### src/rtl/cpu_pkg.sv
// cpu_pkg: shared definitions for the fetch front end.
//   - fetch_state_e : FSM state encoding (FAULT exists only with FETCH_TIMEOUT_EN)
//   - PC_* : next-PC select encodings driven by the controller
//   - *_LSB / IMM_BITS : instruction-register field positions
//   - FETCH_TIMEOUT / TIMER_BITS : fetch watchdog limit and counter width
// Optional feature macro: FETCH_TIMEOUT_EN
package cpu_pkg;

    typedef enum logic [2:0] {
        ST_START = 3'd0,
        ST_FETCH = 3'd1,
        ST_ISSUE = 3'd2,
`ifdef FETCH_TIMEOUT_EN
        ST_EXEC  = 3'd3,
        ST_FAULT = 3'd4
`else
        ST_EXEC  = 3'd3
`endif
    } fetch_state_e;

    // pc_src encodings; 2'b00 is treated the same as PC_INC.
    localparam logic [1:0] PC_INC_ALT = 2'b00;
    localparam logic [1:0] PC_JUMP    = 2'b01;
    localparam logic [1:0] PC_INC     = 2'b10;
    localparam logic [1:0] PC_BRANCH  = 2'b11;

    // Instruction layout: op[15:12] A[11:8] ext[7:4] B[3:0], imm[7:0].
    localparam int OP_LSB   = 12;
    localparam int A_LSB    = 8;
    localparam int EXT_LSB  = 4;
    localparam int B_LSB    = 0;
    localparam int IMM_LSB  = 0;
    localparam int IMM_BITS = 8;

    localparam int FETCH_TIMEOUT = 16;
    localparam int TIMER_BITS    = 4;

endpackage

### src/rtl/fetch_timer.sv
// fetch_timer: counts consecutive FETCH cycles without an acknowledge.
// Ports:
//   clk, reset : clock, asynchronous active-high reset
//   clear      : zero the count (not in FETCH, or ack seen)
//   tick       : a FETCH cycle without ack
//   expired    : this tick is the FETCH_TIMEOUT-th consecutive one
// Only instantiated when FETCH_TIMEOUT_EN is defined.
module fetch_timer
    import cpu_pkg::*;
(
    input  logic clk,
    input  logic reset,
    input  logic clear,
    input  logic tick,
    output logic expired
);

    logic [TIMER_BITS-1:0] count;

    always_ff @(posedge clk or posedge reset) begin
        if (reset) begin
            count <= '0;
        end else if (clear) begin
            count <= '0;
        end else if (tick) begin
            count <= count + TIMER_BITS'(1);
        end
    end

    // count holds the number of earlier waiting cycles, so the current tick
    // is number count+1.
    assign expired = tick && (count == TIMER_BITS'(FETCH_TIMEOUT - 1));

endmodule

### src/rtl/fetch_unit.sv
// fetch_unit: instruction fetch / issue sequencer.
// Ports:
//   clk, reset            : clock, asynchronous active-high reset
//   mem_req, mem_addr     : instruction read request, address = PC
//   mem_ack, mem_rdata    : read data valid / instruction word
//   pc_src, jump_target   : next-PC select and jump destination
//   exec_done             : current instruction finished (sampled in EXEC)
//   op_code, A_index, ext_op_code, B_index, imm : IR fields
//   instr_valid           : one-cycle pulse in ISSUE
//   pc_plus_one           : PC+1 for link writes
//   fetch_fault           : sticky fetch timeout flag (0 unless FETCH_TIMEOUT_EN)
//   state_dbg             : current FSM state (fetch_state_e encoding)
// Handshake: the read is a request/ack pair; mem_req stays high for the whole
// FETCH state, and the word is taken in the first cycle with mem_ack=1.
// mem_ack outside FETCH and exec_done outside EXEC carry no meaning.
// Optional feature macro: FETCH_TIMEOUT_EN (fetch watchdog and FAULT state).
module fetch_unit
    import cpu_pkg::*;
#(
    parameter int               WIDTH    = 16,
    parameter int               OP_BITS  = 4,
    parameter logic [WIDTH-1:0] RESET_PC = '0
) (
    input  logic               clk,
    input  logic               reset,
    output logic               mem_req,
    output logic [WIDTH-1:0]   mem_addr,
    input  logic               mem_ack,
    input  logic [WIDTH-1:0]   mem_rdata,
    input  logic [1:0]         pc_src,
    input  logic [WIDTH-1:0]   jump_target,
    input  logic               exec_done,
    output logic [OP_BITS-1:0] op_code,
    output logic [OP_BITS-1:0] A_index,
    output logic [OP_BITS-1:0] ext_op_code,
    output logic [OP_BITS-1:0] B_index,
    output logic [7:0]         imm,
    output logic               instr_valid,
    output logic [WIDTH-1:0]   pc_plus_one,
    output logic               fetch_fault,
    output logic [2:0]         state_dbg
);

    fetch_state_e     state_q, state_d;
    logic [WIDTH-1:0] pc_q, ir_q;
    logic [WIDTH-1:0] next_pc, imm_sext;
    logic             ir_load, pc_load;
    logic             timer_expired;

`ifdef FETCH_TIMEOUT_EN
    fetch_timer u_fetch_timer (
        .clk     (clk),
        .reset   (reset),
        .clear   ((state_q != ST_FETCH) || mem_ack),
        .tick    ((state_q == ST_FETCH) && !mem_ack),
        .expired (timer_expired)
    );
    assign fetch_fault = (state_q == ST_FAULT);
`else
    assign timer_expired = 1'b0;
    assign fetch_fault   = 1'b0;
`endif

    always_ff @(posedge clk or posedge reset) begin
        if (reset) begin
            state_q <= ST_START;
            pc_q    <= RESET_PC;
            ir_q    <= '0;
        end else begin
            state_q <= state_d;
            if (ir_load) ir_q <= mem_rdata;
            if (pc_load) pc_q <= next_pc;
        end
    end

    always_comb begin
        state_d = state_q;
        ir_load = 1'b0;
        pc_load = 1'b0;
        case (state_q)
            ST_START: state_d = ST_FETCH;
            ST_FETCH: begin
                if (mem_ack) begin
                    ir_load = 1'b1;
                    state_d = ST_ISSUE;
                end else if (timer_expired) begin
`ifdef FETCH_TIMEOUT_EN
                    state_d = ST_FAULT;
`endif
                end
            end
            ST_ISSUE: state_d = ST_EXEC;
            ST_EXEC: begin
                if (exec_done) begin
                    pc_load = 1'b1;
                    state_d = ST_FETCH;
                end
            end
`ifdef FETCH_TIMEOUT_EN
            ST_FAULT: state_d = ST_FAULT;
`endif
            default: state_d = ST_START;
        endcase
    end

    // Branch offset: imm sign-extended to WIDTH; all sums wrap modulo 2^WIDTH.
    assign imm_sext = {{(WIDTH-IMM_BITS){ir_q[IMM_LSB+IMM_BITS-1]}}, ir_q[IMM_LSB +: IMM_BITS]};

    always_comb begin
        next_pc = pc_q + WIDTH'(1);
        case (pc_src)
            PC_JUMP:   next_pc = jump_target;
            PC_BRANCH: next_pc = pc_q + imm_sext;
            default:   next_pc = pc_q + WIDTH'(1);
        endcase
    end

    assign mem_req     = (state_q == ST_FETCH);
    assign mem_addr    = pc_q;
    assign instr_valid = (state_q == ST_ISSUE);
    assign pc_plus_one = pc_q + WIDTH'(1);
    assign state_dbg   = state_q;

    assign op_code     = ir_q[OP_LSB  +: OP_BITS];
    assign A_index     = ir_q[A_LSB   +: OP_BITS];
    assign ext_op_code = ir_q[EXT_LSB +: OP_BITS];
    assign B_index     = ir_q[B_LSB   +: OP_BITS];
    assign imm         = ir_q[IMM_LSB +: IMM_BITS];

endmodule

### config.mk
export PLATFORM = sky130hd
export DESIGN_NAME = fetch_unit
export DESIGN_NICKNAME = d
export VERILOG_FILES = /design/src/rtl/cpu_pkg.sv /design/src/rtl/fetch_timer.sv /design/src/rtl/fetch_unit.sv
export SDC_FILE = /design/constraint.sdc
export NUM_CORES = 1
export LEC_CHECK = 0
export CORE_ASPECT_RATIO = 1.1
export CORE_MARGIN = 5
export CORE_UTILIZATION = 45
export DETAILED_ROUTE_END_ITERATION = 7
export PLACE_DENSITY_LB_ADDON = 0.15
export REMOVE_ABC_BUFFERS = 1
export SKIP_LAST_GASP = 1
export SYNTH_ARGS = -nofsm -noshare
export SYNTH_HDL_FRONTEND = slang
export SYNTH_SLANG_ARGS = --single-unit
### constraint.sdc
create_clock -name clk -period 3.1 [get_ports clk]
set_input_delay 0.775 -clock clk [delete_from_list [all_inputs] [get_ports clk]]
set_output_delay 0.775 -clock clk [all_outputs]
set_load 0.02 [all_outputs]
Yosys cells after proc, flatten, opt, wreduce, memory -nomap -nowiden
Index checks and enable logic that the tools add are counted.
Storage, ports and cells
  bits in registers: 35
  input port bits: 38
  output and inout port bits: 62
  word-level logic and storage cells: 22
Cells by class
  $add $sub $neg: 2
  eq/ne operators: 7
  mux-type cells: 8
  reductions and logical operators: 2
Operator list (number)
  $pmux W16 S2: 1
  $add A16 B1 Y16 const B: 1
  $add A16 B16 Y16: 1
  $pmux W3 S4: 1
  $eq A3 B2 Y1 const B: 2
  $mux W3: 2
  $mux W1: 4
  $eq A3 B1 Y1 const B: 1
  $logic_not A3 Y1: 1
  $eq A2 B1 Y1 const B: 1
  $eq A2 B2 Y1 const B: 1
  $ne A2 B1 Y1 const B: 1
  $ne A2 B2 Y1 const B: 1
  $reduce_and A2 Y1: 1

Longest topological paths before layout
Gate-level depths: netlist of run 1.
  depth in word-level cells: 3
  depth in mapped cells: 10
  depth with buffers taken out: 10

Worst setup path before layout of run 1
OpenSTA, ideal clock, no wires.
  kind: reg-to-output
  start: register pc_q[0] (netlist: mem_addr[0])
  end: output port pc_plus_one[14]
  data arrival time: 1807 ps
  required time: 2325 ps
  path slack: 518 ps
  cell stages (with the launch flop): 5
  path buffers: 0
  cells stage by stage: dfrtp_1 > ha_1 > nand3_1 > nor4_1 > xor2_1
On the way
  cells in the longest elaborated chain, start to end: 1
RTL lines
  from (decl): RTL line fetch_unit.sv:45  | logic [WIDTH-1:0] pc_q, ir_q;
  from (signal assigned): RTL line fetch_unit.sv:72  | if (pc_load) pc_q <= next_pc;
  $add A16 B1 Y16: RTL line fetch_unit.sv:121  | assign pc_plus_one = pc_q + WIDTH'(1);
  to (decl): RTL line fetch_unit.sv:39  | output logic [WIDTH-1:0] pc_plus_one,
No other way between the ends.

Worst setup path after layout of run 1
  start: register pc_q[1] (netlist: mem_addr[1])
  end: output port pc_plus_one[7]
The elaborated chain is that of the path after synthesis.

==> impl_metrics.ini, run 1 <==
[grt]
grt_max_degree = 35
track_usage_pct = 20.3
grt_overflow_total = 0
grt_pass1_wl_um = 12900
grt_pass1_vias = 2680
antenna_found_initial = 0

[cells_and_area]
drive_gt1_share_pct = 11.9
regArea_sq_um = 852
num-nets-final = 471
stdcell_count = 493
antenna_cells = 0
multi_input_area_sq_mm = 0.00175
final_common_cell = clkdlybuf4s50_1
fin_util_pct = 64.4
area_growth_pct = 40.6
final_cell_mix = 88 x clkdlybuf4s50_1, 33 x dfrtp_1, 26 x nor2_1, 24 x nand2_1, 23 x o21ai_0
fillers = 562

[worst_setup_path]
critPathTopFamily = simple AND/OR/NAND/NOR gates
cp.arrival_ns = 2.18
cp.required_ns = 2.32
worstPathCellList = and3_4, nand2_2, or2_1, xnor2_1, clkdlybuf4s50_1
rrSetupSlack_ns = 0.45
cpPeakStageDelay_ns = 0.62
critical_path.max_fanout = 5
crit_buf_inv = 1
end_kind = output pin
critical_path.reg2reg.startpoint = mem_addr[6]
path_class = register to output pin
critPathSlowestCell = clkdlybuf4s50_1
r2r-end = mem_addr[15]
worstSetupStartpointType = register
reg2reg_depth = 9
crit_cells = 5

[drt]
wl_met2_um = 3580
first_pass_iters = 4
wl_um = 7940
met1_length_um = 3450
drtIter0Drc = 159
wl_met3_um = 729
drc = 0
num_vias = 2688
vias_per_cell = 5.45
route.top_layer_used = met4
antenna_left = 0
wire_per_inst_um = 16.1

[clocking]
clkLatencyLatePin_ns = 0.28
cts_made_buffers = 5
hold_buffers = 0
cts_root_buf = clkbuf_8
htreeDepth = 2
cts_tree = built
clock_sinks = 34
cts.clk_slew.worst_paths_ns = 0.07
cts_max_path_buffers = 2
cts_setup_buffers = 0

[die]
die_y_um = 92.5
die_area_sq_mm = 0.00786
fp.dieW_um = 85.0
num_rows = 30
core_region_area_sq_mm = 0.00608
initial_core_util_pct = 45.8
ios = 100

[synth]
ys_async_sr_fraction_pct = 100
ys_ff_latch = 34
netlist_instances = 316
synth_top_area_share_pct = 30.6
yosysTopAreaCell = dfrtp_1
syn_area_sq_mm = 0.00278
synth_warnings = 0
ys_seq_area_share_pct = 30.6
synth_edf_count = 0
yosys-top-cells-area = dfrtp_1 31%, ha_1 9.0%, mux2_2 6.9%
synth.avg_cell_area_sq_um = 8.81
synthFlopType = dfrtp_1
synthDistinctLibCells = 54

[place]
dpl_worst_slack_ns = 0.173
placed_cells = 485
dp_hpwl_um = 6190
place.port_buffers = 97
gp_congestion = 0.863

[sta]
finalHoldViolCount = 0
slew-limit-headroom_pct = 52.6
fin_crit_ns = 2.95
fin_ws_ns = 0.148
worst_pin_slew_ns = 0.709
fin_worst_skew_ns = 0.00316
rsz0062_at_grt = no
slew_viol_final = 0
max_freq_ghz = 0.339
timing.final.crit_share_pct = 95.2
setup_viol = 0

[power]
pwr_density_cell_mw_per_mm2 = 1220
leakagePower_uw = 0.00167
ir_drop_mv = 0.698

[worst_hold_path]
holdCritPathClass = register to register
whs_path_depth = 1
min-delay-start = ir_q[13]
worstHoldEndpoint = ir_q[13]

[job]
cap_violations = 0

[status]
status = finished clean
[synth_stat cells (2+ instances only)]
master,instances
and3_1,4
nor4_1,2
nor3_1,4
o22ai_1,4
o21ai_0,23
clkbuf_1,7
nand3_1,7
a22oi_1,4
o221ai_1,2
o211ai_1,6
o21bai_1,2
ha_1,20
nor2b_1,4
nor2_2,2
a21o_1,6
nor2_1,27
a21oi_1,19
a211oi_1,4
inv_1,15
xor2_1,9
dfrtp_1,34
xnor2_1,14
a31oi_1,5
nand4_1,6
mux2_2,17
o21a_1,3
mux2i_1,3
nand2_1,24
xor2_2,2
buf_4,11
buf_2,2
and2_1,2
[per-stage QoR]
stage | total power, uW | TNS (ns) | hold WS (ns) | instance area, sq um
detailed placement | 4470 | 0 | 0.496 | 3820
floorplan | 3130 | 0 | 0.635 | 2650
global placement | 4420 | 0 | 0.486 | 3820
global route | 5150 | 0 | 0.532 | 3910
CTS | 4800 | -0.0907 | 0.509 | 3910
finish | 4770 | 0 | 0.507 | 3910
[area by class of cell]
class / instances / share of cell area [%]
clock buffer: 7 / 2.21
clock inverter: 1 / 0.128
inverter: 15 / 1.44
multi-input combinational: 246 / 44.7
sequential: 34 / 21.8
tap: 80 / 2.56
timing repair buffer: 110 / 27.2
[cell families after synthesis]
group / count (synthesis) / share of synthesized area, %
AOI/OAI and AO/OA: 88 / 20.6
xor gates and xnor gates: 25 / 8.40
adders and majority gates: 21 / 9.71
buffers and inverters: 37 / 6.83
DFF: 34 / 30.6
muxes: 20 / 7.95
other: 1 / 0.135
and+or+nand+nor: 90 / 15.8
[worst max path at each step]
stage | start | end
final | mem_addr[1] | pc_plus_one[7]
after floorplan | mem_addr[0] | pc_plus_one[14]
after CTS | mem_addr[0] | pc_plus_one[12]
after global placement | mem_addr[0] | pc_plus_one[12]
after global routing | mem_addr[1] | pc_plus_one[14]
after detailed placement | mem_addr[0] | pc_plus_one[12]
[power breakdown]
| part | total, uW | internal (uW) | leakage [uW] | switching (uW) |
|---|---|---|---|---|
| logic | 3470 | 1650 | 0.00122 | 1820 |
| registers | 963 | 666 | 0.000403 | 297 |
| clock network | 341 | 179 | 0.0000482 | 162 |
[sequential cells by signal (all words and copies together), names as in the netlist]
signal	flops
state_dbg	2
ir_q	16
mem_addr	16
[timing repair]
action / 4_1_cts / 5_1_grt
cloned: 0 / 0
endpoints found under the setup margin: 8 / 3
gates resized for setup: 8 / 3
[routing by layer]
metal | track usage [%] | up-vias
li1 | - | 1320
met1 | 26.2 | 1231
met2 | 31.3 | 120
met3 | 6.58 | 17
met4 | 7.65 | 0
met5 | 0 | -
No activity file was read; power rests on OpenSTA's default activity.
==> run 2, diff against run 1 <==
==> constraint.sdc (replaced) <==
create_clock -name clk -period 3.1 [get_ports clk]
set_input_delay 0.465 -clock clk [delete_from_list [all_inputs] [get_ports clk]]
set_output_delay 0.465 -clock clk [all_outputs]
set_load 0.02 [all_outputs]
==> run 2 against run 1 <==
Design area decreased by 1.3%. Hold slack got worse by 0.0020 ns. Sequential power up 4%. Clock skew up 0.0075 ns. Utilization shrank 0.82 points. Sequential share of layout area is 0.28 points higher. Setup slack lost 0.058 ns. Die area unchanged. Global-route usage rose by 0.33 points. Power decreased by 0.20%. Combinational power is 2% lower. Register-to-register slack better by 0.02 ns.
==> impl_metrics.ini, run 2 (synthesis results as in run 1) <==
[power]
p_int_uw = 2490
seqPwrFrac_pct = 21.0
ir_drop_mv = 0.580
pwr_density_cell_mw_per_mm2 = 1230
sw_frac_of_total_pct = 47.8
leakagePower_uw = 0.00160
power_frac_clock_pct = 7.4
power_switching_uw = 2280
power_frac_comb_pct = 71.6
power_uw = 4760

[clocking]
clkLatencyLatePin_ns = 0.29
cts_root_buf = clkbuf_8
clock_sinks = 34
cts.clk_slew.worst_paths_ns = 0.07
cts_tree = built
cts_made_buffers = 5
hold_buffers = 0
cts_max_path_buffers = 2
htreeDepth = 2

[drt]
first_pass_iters = 4
antenna_left = 0
wire_per_inst_um = 16.3
drc = 0
num_vias = 2674
drtIter0Drc = 154
vias_per_cell = 5.51
wl_um = 7900

[worst_setup_path]
cp.arrival_ns = 2.54
critical_path.max_fanout = 6
rrSetupSlack_ns = 0.47
worstPathCellList = ha_1, nand3_1, nor2_2, nand4_1, xnor2_1, clkdlybuf4s50_1
cp.required_ns = 2.63
worstSetupStartpointType = register
path_class = register to output pin
cpPeakStageDelay_ns = 0.65
crit_buf_inv = 1
critPathSlowestCell = clkdlybuf4s50_1
reg2reg_depth = 10
r2r-end = mem_addr[12]
end_kind = output pin
critPathTopFamily = simple AND/OR/NAND/NOR gates
critical_path.reg2reg.startpoint = mem_addr[0]

[job]
cap_violations = 0

[grt]
antenna_found_initial = 0
grt_overflow_total = 0
grt_pass1_wl_um = 13100
grt_max_degree = 35
grt_pass1_vias = 2666
track_usage_pct = 20.6

[place]
dpl_worst_slack_ns = 0.347
gp_congestion = 0.895
place.port_buffers = 97
dp_hpwl_um = 6090

[status]
status = finished clean

[cells_and_area]
area_growth_pct = 38.8
num-nets-final = 463
drive_gt1_share_pct = 10.4
fillers = 561
antenna_cells = 0
final_common_cell = clkdlybuf4s50_1
final_cell_mix = 97 x clkdlybuf4s50_1, 33 x dfrtp_1, 26 x nor2_1, 24 x nand2_1, 23 x o21ai_0

[worst_hold_path]
min-delay-start = ir_q[13]
holdCritPathClass = register to register
whs_path_depth = 1
worstHoldEndpoint = ir_q[13]

[die]
num_rows = 30
initial_core_util_pct = 45.8
die_area_sq_mm = 0.00786
core_region_area_sq_mm = 0.00608
die_y_um = 92.5
fp.dieW_um = 85.0
ios = 100

[sta]
fin_worst_skew_ns = 0.0107
slew_viol_final = 0
finalHoldViolCount = 0
rsz0062_at_grt = yes
slew-limit-headroom_pct = 48.7
worst_pin_slew_ns = 0.768
max_freq_ghz = 0.332
setup_viol = 0
fin_ws_ns = 0.0907
timing.final.crit_share_pct = 97.1
fin_crit_ns = 3.01
[run 2: cell count changes in the layout (fill, tap and decap cells not counted)]
| cell | previous run | this run |
|---|---|---|
| buf_4 | 13 | 5 |
| clkdlybuf4s50_1 | 88 | 97 |
| dlygate4sd2_1 | 7 | 0 |
| dlymetal6s2s_1 | 2 | 0 |
| nor4_1 | 2 | 1 |
| nor4_2 | 0 | 1 |
[run 2: metal layers]
metal / vias to the layer above / wire (um) / global-route usage (%)
met1: 1255 / 3510 / 27.6
met5: - / 0 / 0
met3: 11 / 668 / 4.89
li1: 1298 / - / -
met4: 0 / 125 / 5.67
met2: 110 / 3590 / 33.1
[run 2: area by class of cell]
| cell class | count | area (sq um) | area share (%) |
|---|---|---|---|
| multi-input combinational | 246 | 1760 | 45.4 |
| timing repair buffer | 102 | 1010 | 26.1 |
| sequential | 34 | 852 | 22.1 |
| tap | 80 | 100 | 2.59 |
| clock buffer | 7 | 86.3 | 2.23 |
| inverter | 15 | 56.3 | 1.46 |
| clock inverter | 1 | 5.00 | 0.130 |
[run 2: how the worst max path moves through the flow]
stage                      from               to  slack (ns)  cells past startpoint
global route        mem_addr[0]  pc_plus_one[10]       -0.04                      6
finish              mem_addr[0]  pc_plus_one[10]        0.09                      6
CTS                 mem_addr[0]  pc_plus_one[14]        0.03                      5
floorplan               ir_q[7]     mem_addr[15]        0.59                      8
global placement    mem_addr[0]  pc_plus_one[14]        0.42                      5
detailed placement  mem_addr[0]  pc_plus_one[14]        0.35                      5
[run 2: repair_timing]
action	in CTS	in global routing
buffers inserted	0	0
hold endpoints to repair	0	0
gates resized for setup	0	3
endpoints found under the setup margin	0	5
[run 2: per-stage QoR]
stage	instance area, sq um	setup TNS, ns	utilization (%)	std cells	hold slack [ns]
6_report	3860	0	63.5	485	0.505
5_1_grt	3860	-0.0892	63.5	485	0.538
4_1_cts	3850	0	63.4	485	0.509
3_5_place_dp	3760	0	61.9	477	0.495
3_3_place_gp	3760	0	61.9	477	0.486
2_1_floorplan	2650	0	-	295	0.565
[run 2: power by group through the flow]
stage          Clock, uW  Sequential [uW]  Combinational [uW]
2_1_floorplan          0             1270                1860
3_3_place_gp           0              995                3380
3_5_place_dp           0             1010                3410
4_1_cts              359             1000                3430
5_1_grt              378             1060                3720
6_report             352             1000                3410
==> run 3, diff against run 2 <==
--- a/config.mk
+++ b/config.mk
@@ -9,8 +9,10 @@
 export CORE_MARGIN = 5
 export CORE_UTILIZATION = 45
 export DETAILED_ROUTE_END_ITERATION = 7
+export GPL_TIMING_DRIVEN = 0
 export PLACE_DENSITY_LB_ADDON = 0.15
 export REMOVE_ABC_BUFFERS = 1
+export SKIP_CTS_REPAIR_TIMING = 1
 export SKIP_LAST_GASP = 1
 export SYNTH_ARGS = -nofsm -noshare
 export SYNTH_HDL_FRONTEND = slang
==> run 3 against run 2 <==
Largest power group unchanged. Utilization down 0.43 points. Largest cell class unchanged. Global-route usage decreased by 0.54 points. Clock skew fell by 0.0035 ns. Sequential power about the same. Routed wire length is 3.1% lower. Sequential share of layout area is 0.15 points higher.
==> impl_metrics.ini, run 3 (synthesis results as in run 1) <==
[clocking]
cts.clk_slew.worst_paths_ns = 0.08
cts_made_buffers = 5
clkLatencyLatePin_ns = 0.29
cts_max_path_buffers = 2
cts_root_buf = clkbuf_8
cts_tree = built
clock_sinks = 34
htreeDepth = 2

[drt]
wire_per_inst_um = 15.9
antenna_left = 0
wl_um = 7650
first_pass_iters = 5
num_vias = 2596
drc = 0
vias_per_cell = 5.41
drtIter0Drc = 194

[grt]
grt_pass1_vias = 2619
grt_pass1_wl_um = 12900
grt_overflow_total = 0
track_usage_pct = 20.1
grt_max_degree = 35
antenna_found_initial = 0

[power]
leakagePower_uw = 0.00158
sw_frac_of_total_pct = 48.0
pwr_density_cell_mw_per_mm2 = 1240
power_frac_comb_pct = 71.2
seqPwrFrac_pct = 21.3
power_frac_clock_pct = 7.5
power_switching_uw = 2290
ir_drop_mv = 0.734
p_int_uw = 2470

[sta]
worst_pin_slew_ns = 1.08
rsz0062_at_grt = yes
slew-limit-headroom_pct = 27.6
timing.final.crit_share_pct = 95.2
slew_viol_final = 0
finalHoldViolCount = 0
fin_hold_ws_ns = 0.506
fin_crit_ns = 2.95
fin_worst_skew_ns = 0.00719
setup_viol = 0
fin_setup_tns_ns = 0
max_freq_ghz = 0.339

[worst_setup_path]
end_kind = output pin
critical_path.max_fanout = 8
critPathSlowestCell = clkdlybuf4s50_1
rrSetupSlack_ns = 0.44
cp.required_ns = 2.63
worstPathCellList = nand3_1, or2_1, nor3_4, xor2_2, clkdlybuf4s50_1
reg2reg_depth = 10
path_class = register to output pin
r2r-end = mem_addr[12]
cpPeakStageDelay_ns = 0.63
critical_path.reg2reg.startpoint = mem_addr[0]
worstSetupStartpointType = register
crit_buf_inv = 1
cp.arrival_ns = 2.49
critPathTopFamily = simple AND/OR/NAND/NOR gates

[die]
die_y_um = 92.5
fp.dieW_um = 85.0
num_rows = 30
ios = 100
core_region_area_sq_mm = 0.00608
die_area_sq_mm = 0.00786
initial_core_util_pct = 45.8

[cells_and_area]
stdcell_count = 480
drive_gt1_share_pct = 10.0
num-nets-final = 458
regArea_sq_um = 852
finalInstanceArea_sq_mm = 0.00384
final_cell_mix = 96 x clkdlybuf4s50_1, 33 x dfrtp_1, 26 x nor2_1, 24 x nand2_1, 23 x o21ai_0
multi_input_area_sq_mm = 0.00176
fillers = 574
area_growth_pct = 37.8
antenna_cells = 0
final_common_cell = clkdlybuf4s50_1

[place]
dp_hpwl_um = 5840
placed_area_sq_mm = 0.00372
place.port_buffers = 97
gp_congestion = 0.816
placed_cells = 472

[worst_hold_path]
min-delay-start = ir_q[15]
holdCritPathClass = register to register
worstHoldEndpoint = ir_q[15]
whs_path_depth = 1

[job]
cap_violations = 0

[status]
status = finished clean
[run 3: layout make-up]
| cell class | instances | share of cell area (%) |
|---|---|---|
| Inverter | 15 | 1.47 |
| Sequential cell | 34 | 22.2 |
| Clock inverter | 2 | 0.326 |
| Tap cell | 80 | 2.61 |
| Clock buffer | 6 | 2.15 |
| Multi-Input combinational cell | 246 | 45.9 |
| Timing Repair Buffer | 97 | 25.4 |
[run 3: power by group through the flow]
stage | clock network (uW) | registers (uW) | logic, uW
2_1_floorplan | 0 | 1270 | 1860
3_3_place_gp | 0 | 1010 | 3340
3_5_place_dp | 0 | 1010 | 3390
4_1_cts | 362 | 1010 | 3400
5_1_grt | 386 | 1060 | 3710
6_report | 355 | 1010 | 3390
[run 3: per-stage QoR]
step	utilization (%)	power (uW)	setup slack, ns
after floorplan	-	3130	0.585
after global placement	61.3	4350	0.300
after detailed placement	61.3	4400	0.265
after CTS	62.8	4770	-0.0537
after global routing	63.1	5160	-0.00847
final	63.1	4760	0.148
[run 3: layer usage]
| layer | global-route usage [%] | vias to the layer above | part of all wire (%) |
|---|---|---|---|
| met4 | 4.09 | 0 | 0.98 |
| met5 | 0 | - | 0 |
| li1 | - | 1292 | - |
| met3 | 6.49 | 8 | 8.3 |
| met2 | 33.2 | 89 | 47 |
| met1 | 25.5 | 1207 | 44 |
[run 3: how the worst max path moves through the flow]
stage / startpoint / endpoint / slack (ns) / cells after the start
floorplan: ir_q[7] / mem_addr[15] / 0.59 / 8
global placement: pc_src[0] / mem_addr[14] / 0.30 / 5
detailed placement: mem_addr[0] / pc_plus_one[14] / 0.26 / 5
CTS: mem_addr[0] / pc_plus_one[14] / -0.05 / 5
global route: mem_addr[0] / pc_plus_one[14] / -0.008 / 5
finish: mem_addr[4] / pc_plus_one[15] / 0.15 / 5
